## src/rtl/uart_tx_pkg.sv

```systemverilog
// Shared definitions for the UART TX path: the frame sequencer state
// encoding and the line-mux select codes used by the TX mux and the top level.
package uart_tx_pkg;

    localparam logic [2:0] ST_IDLE_ENC   = 3'b000;
    localparam logic [2:0] ST_START_ENC  = 3'b001;
    localparam logic [2:0] ST_DATA_ENC   = 3'b010;
    localparam logic [2:0] ST_PARITY_ENC = 3'b011;
    localparam logic [2:0] ST_STOP_ENC   = 3'b100;

    typedef enum logic [2:0] {
        ST_IDLE   = ST_IDLE_ENC,
        ST_START  = ST_START_ENC,
        ST_DATA   = ST_DATA_ENC,
        ST_PARITY = ST_PARITY_ENC,
        ST_STOP   = ST_STOP_ENC
    } tx_state_t;

    // Line select codes: start bit (0), stop/idle (1), serial data, parity bit
    localparam logic [1:0] MUX_START = 2'b00;
    localparam logic [1:0] MUX_STOP  = 2'b01;
    localparam logic [1:0] MUX_DATA  = 2'b10;
    localparam logic [1:0] MUX_PAR   = 2'b11;

endpackage

```

## src/rtl/parity_calc.sv

```systemverilog
// Combinational parity generator: reduction XOR over the payload, inverted
// for odd parity. Shared between the TX sequencer and the RX parity checker.
module parity_calc #(
    parameter int DATA_WIDTH = 8
) (
    input  logic [DATA_WIDTH-1:0] data,
    input  logic                  par_typ,
    output logic                  par_bit
);

    // Even parity makes the total count of ones even; odd flips that bit
    assign par_bit = (^data) ^ par_typ;

endmodule

```

## src/rtl/uart_tx_ctrl.sv

```systemverilog
// UART TX frame sequencer: walks start, data, optional parity and stop,
// drives the serializer enable and line mux select, and holds the frame's
// parity bit captured when the byte request is accepted.
module uart_tx_ctrl
    import uart_tx_pkg::*;
#(
    parameter int DATA_WIDTH = 8
) (
    input  logic                  CLK,
    input  logic                  RST,
    input  logic [DATA_WIDTH-1:0] P_DATA,
    input  logic                  Data_Valid,
    input  logic                  PAR_EN,
    input  logic                  PAR_TYP,
    input  logic                  ser_done,
    output logic                  ser_en,
    output logic [1:0]            mux_sel,
    output logic                  par_bit,
    output logic                  Busy,
    output logic                  tx_done
);

    tx_state_t state_q;
    tx_state_t state_d;
    logic      par_en_q;
    logic      par_calc;
    logic      accept;

    parity_calc #(
        .DATA_WIDTH (DATA_WIDTH)
    ) u_parity_calc (
        .data    (P_DATA),
        .par_typ (PAR_TYP),
        .par_bit (par_calc)
    );

    // A request is only taken while idle; anything during a frame is dropped
    assign accept = (state_q == ST_IDLE) && Data_Valid;

    // State register
    always_ff @(posedge CLK) begin
        if (RST) begin
            state_q <= ST_IDLE;
        end else begin
            state_q <= state_d;
        end
    end

    // Freeze parity mode and parity bit at accept so mid-frame input changes are harmless
    always_ff @(posedge CLK) begin
        if (RST) begin
            par_en_q <= 1'b0;
            par_bit  <= 1'b0;
        end else if (accept) begin
            par_en_q <= PAR_EN;
            par_bit  <= par_calc;
        end
    end

    // Next-state logic and Moore output decode
    always_comb begin
        state_d = state_q;
        mux_sel = MUX_STOP;
        ser_en  = 1'b0;
        Busy    = 1'b0;
        tx_done = 1'b0;
        case (state_q)
            ST_IDLE: begin
                if (Data_Valid) begin
                    state_d = ST_START;
                end
            end
            ST_START: begin
                mux_sel = MUX_START;
                Busy    = 1'b1;
                state_d = ST_DATA;
            end
            ST_DATA: begin
                mux_sel = MUX_DATA;
                ser_en  = 1'b1;
                Busy    = 1'b1;
                if (ser_done) begin
                    state_d = par_en_q ? ST_PARITY : ST_STOP;
                end
            end
            ST_PARITY: begin
                mux_sel = MUX_PAR;
                Busy    = 1'b1;
                state_d = ST_STOP;
            end
            ST_STOP: begin
                Busy    = 1'b1;
                tx_done = 1'b1;
                state_d = ST_IDLE;
            end
            default: begin
                state_d = ST_IDLE;
            end
        endcase
    end

endmodule

```

## config.mk

```make
export PLATFORM = sky130hd
export DESIGN_NAME = uart_tx_ctrl
export DESIGN_NICKNAME = d
export VERILOG_FILES = /design/src/rtl/uart_tx_pkg.sv /design/src/rtl/parity_calc.sv /design/src/rtl/uart_tx_ctrl.sv
export SDC_FILE = /design/constraint.sdc
export NUM_CORES = 1
export LEC_CHECK = 0
export ABC_AREA = 0
export CORE_AREA = 8 8 45 47
export DETAILED_ROUTE_END_ITERATION = 8
export DIE_AREA = 0 0 53 55
export PLACE_DENSITY = 0.61
export SLEW_MARGIN = 15
export SYNTH_ARGS = -nofsm -noshare
export SYNTH_HDL_FRONTEND = slang
export SYNTH_SLANG_ARGS = --single-unit
```

## constraint.sdc

```tcl
create_clock -name CLK -period 1.4 [get_ports CLK]
set_input_delay 0.21 -clock CLK [delete_from_list [all_inputs] [get_ports CLK]]
set_output_delay 0.21 -clock CLK [all_outputs]
set_load 0.02 [all_outputs]
```

==> flow_summary.rst <==
.. list-table::
   :header-rows: 1

   * - Metric
     - Value
   * - Run status
     - complete, no violations
   * - Number of primary I/O pins
     - 20
   * - Worst-Margin Slew
     - 0.213 ns
   * - Total number of placement rows
     - 14
   * - Final cycle utilization of the critical path
     - 98.8%
   * - Logic gate share of total power
     - 37.7%
   * - Most used DFF post-synth
     - sky130_fd_sc_hd__dfxtp_1
   * - Proportion of netlist area held by the largest area contributor
     - 29.2%
   * - Number of levels the H-tree was split into
     - 1
   * - Total clock buffers created by CTS
     - 3
   * - Count of placed standard cells including taps
     - 77
   * - Remaining design rule violation count
     - 0
   * - Worst-case headroom to the max-slew limit
     - 85.4%
   * - Power density normalized to cell area
     - ~900 mW/mm^2
   * - Largest buffer count on any clock path
     - 2
   * - CP delay by family, top
     - flip-flops
   * - Data arrival, critical path
     - 1.17 ns
   * - Total net switching power
     - around 0.16 mW
   * - Worst hold endpoint
     - par_bit$_SDFFE_PP0P_
   * - Synthesized Nets
     - 53
   * - Number of enable-type register cells in the synthesized netlist
     - 0
   * - Hold_buf cts
     - 0
   * - Routed via count
     - about 350
   * - Clock edge transition at the registers on the reported setup and hold paths
     - 0.04 ns
   * - Postcts setup bufs
     - 0
   * - Final non-filler cell total
     - 81
   * - Global-route usage over all layers
     - 7.22%
   * - Critical path cell sequence
     - or2b_1 -> a21o_1 -> buf_6
   * - Critical R2R Capture
     - par_bit$_SDFFE_PP0P_
   * - Most common library cell in the layout ignoring fill and taps
     - sky130_fd_sc_hd__clkdlybuf4s50_1
   * - Number of sinks driven by the clock tree
     - 5
   * - Final Hold Fails
     - 0
   * - Number of buffer and inverter instances along the worst setup path
     - 1
   * - Warnings, synthesis
     - 0
   * - Largest net degree at the start of global routing
     - 7
   * - Filler cells
     - 140
   * - Total power
     - 0.539 mW
   * - Dominant cell type by area after synthesis
     - sky130_fd_sc_hd__dfxtp_1
   * - Number of max-capacitance violations reported
     - 0
   * - Die Outline Area
     - between 0.002 and 0.003 sq mm
   * - Fraction of layout cells with a size suffix above 1
     - 26.2%
   * - Clk network pwr share
     - 31.2%
   * - Antenna Diode Count
     - 0
   * - Finished Core Util
     - 43.1%
   * - Post-synthesis instance area
     - 343 sq um
   * - Worst Reg-to-Reg Cells
     - 5
   * - Total setup violations reported at the end of the flow
     - 0
   * - Maximum fanout count along the critical path
     - 6
   * - Power Internal
     - 0.380 mW
   * - Post-detail-place hpwl
     - between 700 and 800 um
   * - Relative contribution of sequential cells to total power
     - 31.1%
   * - Startpoint Class
     - flip-flop
   * - Sequential cell area fraction in the yosys report
     - 29.2%
   * - Setup TNS
     - 0 ns
   * - Height of the die
     - approximately 55 um
   * - Leakage power of the design
     - 0.266 nW
   * - Share of async-settable or async-resettable flops after synthesis
     - 0%
   * - Reg-to-Reg Start
     - state_q[2]$_SDFFE_PP0P_
   * - GRT overflow
     - 0
   * - Vias in the first global route
     - roughly 340
   * - Top cells by area in the synthesized netlist
     - sky130_fd_sc_hd__dfxtp_1, sky130_fd_sc_hd__xnor2_1, sky130_fd_sc_hd__nor2_1
   * - Min-Delay Startpoint
     - par_bit$_SDFFE_PP0P_
   * - WL/cell
     - 11.4 um
   * - Antenna violations before repair
     - 0
   * - Clock tree from TritonCTS
     - built
   * - Area of the core region
     - 0.00138 sq mm
   * - R2R setup slack
     - 0.02 ns
   * - Post-synthesis to final-layout area growth
     - 74.1%
   * - Overall die width
     - 53 um
   * - Class of the most critical hold timing path
     - flip-flop to flip-flop
   * - Final RePlAce weighted congestion
     - 0.736
   * - Number of library cell types mapped by synthesis
     - 18
   * - Peak Freq
     - 723 MHz
   * - Data required time at the worst endpoint
     - 1.19 ns
   * - Skew final
     - 0.000153 ns
   * - Slew Viols, Final
     - 0
   * - Number of iterations in the first detailed-routing pass
     - 2
   * - CP peak stage delay
     - 0.37 ns
   * - Number of antenna-violating nets in the routed design
     - 0
   * - Count of routing violations after the opening detailed-route iteration
     - 5
   * - Max IR drop VDD
     - approximately 0.00050 V
   * - Fraction of power spent switching nets
     - roughly 30%
   * - Layout Nets
     - 80
   * - Number of flip-flops and latches in the synthesized netlist
     - 5
   * - Clock period minus final worst setup slack
     - 1.38 ns
   * - Leading cell types in the layout, fill and taps excluded
     - sky130_fd_sc_hd__clkdlybuf4s50_1, sky130_fd_sc_hd__nor2_1, sky130_fd_sc_hd__xnor2_1, sky130_fd_sc_hd__buf_4
   * - WS Path Type
     - flip-flop to output pin
   * - CTS Root Buffer Type
     - sky130_fd_sc_hd__clkbuf_4
   * - Count of input and output buffers
     - 19
   * - RSZ-0062 raised after global routing
     - true
   * - Per-cell via count in the routed design
     - between 4 and 5
   * - Global-route wire length before repair
     - roughly 1500 um
   * - Crit path max-delay cell type
     - sky130_fd_sc_hd__dfxtp_4
   * - Post-synthesis area per instance
     - about 9 sq um
   * - Synthesized netlist cell count
     - 39
   * - Hold Path Cell Cnt
     - 2
   * - Initial Utilization
     - between 20 and 25%
   * - Routed wire length
     - 923 um
   * - Clk Latency, worst-skew pair
     - 0.24 ns
   * - Setup crit end kind
     - output pin
-- registers in the layout, summed over array words and instances, names as in the netlist --
register and cells:
par_bit 1, par_en_q 1, state_q 3
-- worst max path at each step --
| stage | slack (ns) | end | depth (start not counted) | start |
|---|---|---|---|---|
| 6_report | 0.02 | mux_sel[0] | 3 | state_q[1]$_SDFFE_PP0P_ |
| 5_1_grt | -0.03 | mux_sel[0] | 3 | state_q[1]$_SDFFE_PP0P_ |
| 4_1_cts | 0.004 | par_bit$_SDFFE_PP0P_ | 5 | state_q[2]$_SDFFE_PP0P_ |
| 3_5_place_dp | -0.21 | par_bit$_SDFFE_PP0P_ | 5 | P_DATA[5] |
| 3_3_place_gp | -0.18 | par_bit$_SDFFE_PP0P_ | 5 | P_DATA[5] |
| 2_1_floorplan | 0.16 | par_bit$_SDFFE_PP0P_ | 4 | state_q[1]$_SDFFE_PP0P_ |
-- metal layers --
layer / part of all wire [%] / vias to the layer above / GRT usage, % / wire length [um]
met4: 0.87 / 0 / 3.88 / 8
met2: 50 / 11 / 11.1 / 459
li1: - / 183 / - / -
met1: 40 / 155 / 7.01 / 365
met3: 9.8 / 2 / 5.35 / 90
met5: 0 / - / 0 / 0
-- tightest hold or removal path: cells and delay by family (launching register included) --
family	cells	cell delay (ns)
AND/OR/NAND/NOR	1	0.09
AO/OA/AOI/OAI	1	0.06
flip-flops	1	0.32
-- stage by stage --
stage / hold slack (ns) / instance area, sq um / setup slack, ns
floorplan: 0.282 / 343 / 0.158
global placement: 0.502 / 576 / -0.175
detailed placement: 0.505 / 576 / -0.206
CTS: 0.512 / 594 / 0.00359
global route: 0.548 / 597 / -0.0339
finish: 0.503 / 597 / 0.0167
-- final cells by class --
type                    count  area (sq um)  share of cell area [%]
flip-flops and latches      5           105                    17.6
well taps                  16          20.0                    3.35
inverters                   3          11.3                    1.89
multi-input cells          31           239                    40.0
repair buffers             22           195                    32.7
clock buffers               4          26.3                    4.40
-- cell usage after synthesis, drive strengths merged, types with 2 or more instances --
cell    instances
or2b            2
a21o            2
nor3            2
nor2            7
dfxtp           5
xnor2           4
nand2           2
nand3b          2
inv             3
mux2i           2
xor2            2
-- repair_timing --
item / 4_1_cts / 5_1_grt
gates cloned: 0 / 0
gates resized for setup: 21 / 8
hold endpoints to repair: 0 / 0
setup endpoints to repair: 7 / 5
pin swaps: 0 / 1
-- power by group through the flow --
stage	sequential, mW	combinational (mW)	clock (mW)
2_1_floorplan	0.176	0.106	0
3_3_place_gp	0.170	0.211	0
3_5_place_dp	0.170	0.213	0
4_1_cts	0.167	0.202	0.181
5_1_grt	0.170	0.219	0.189
6_report	0.168	0.203	0.168
-- cells by family (layout without fill, tap and decap cells) --
logic type             after synthesis  count (layout)  share of synthesized area, %
XOR/XNOR                             7               7                          21.9
flip-flops                           5               5                          29.2
AND/OR/NAND/NOR                     17              17                          28.1
buffers and inverters                3              29                          3.28
multiplexers                         2               2                          5.84
AO/OA/AOI/OAI                        5               5                          11.7
Power figures use the tool's default switching activity.
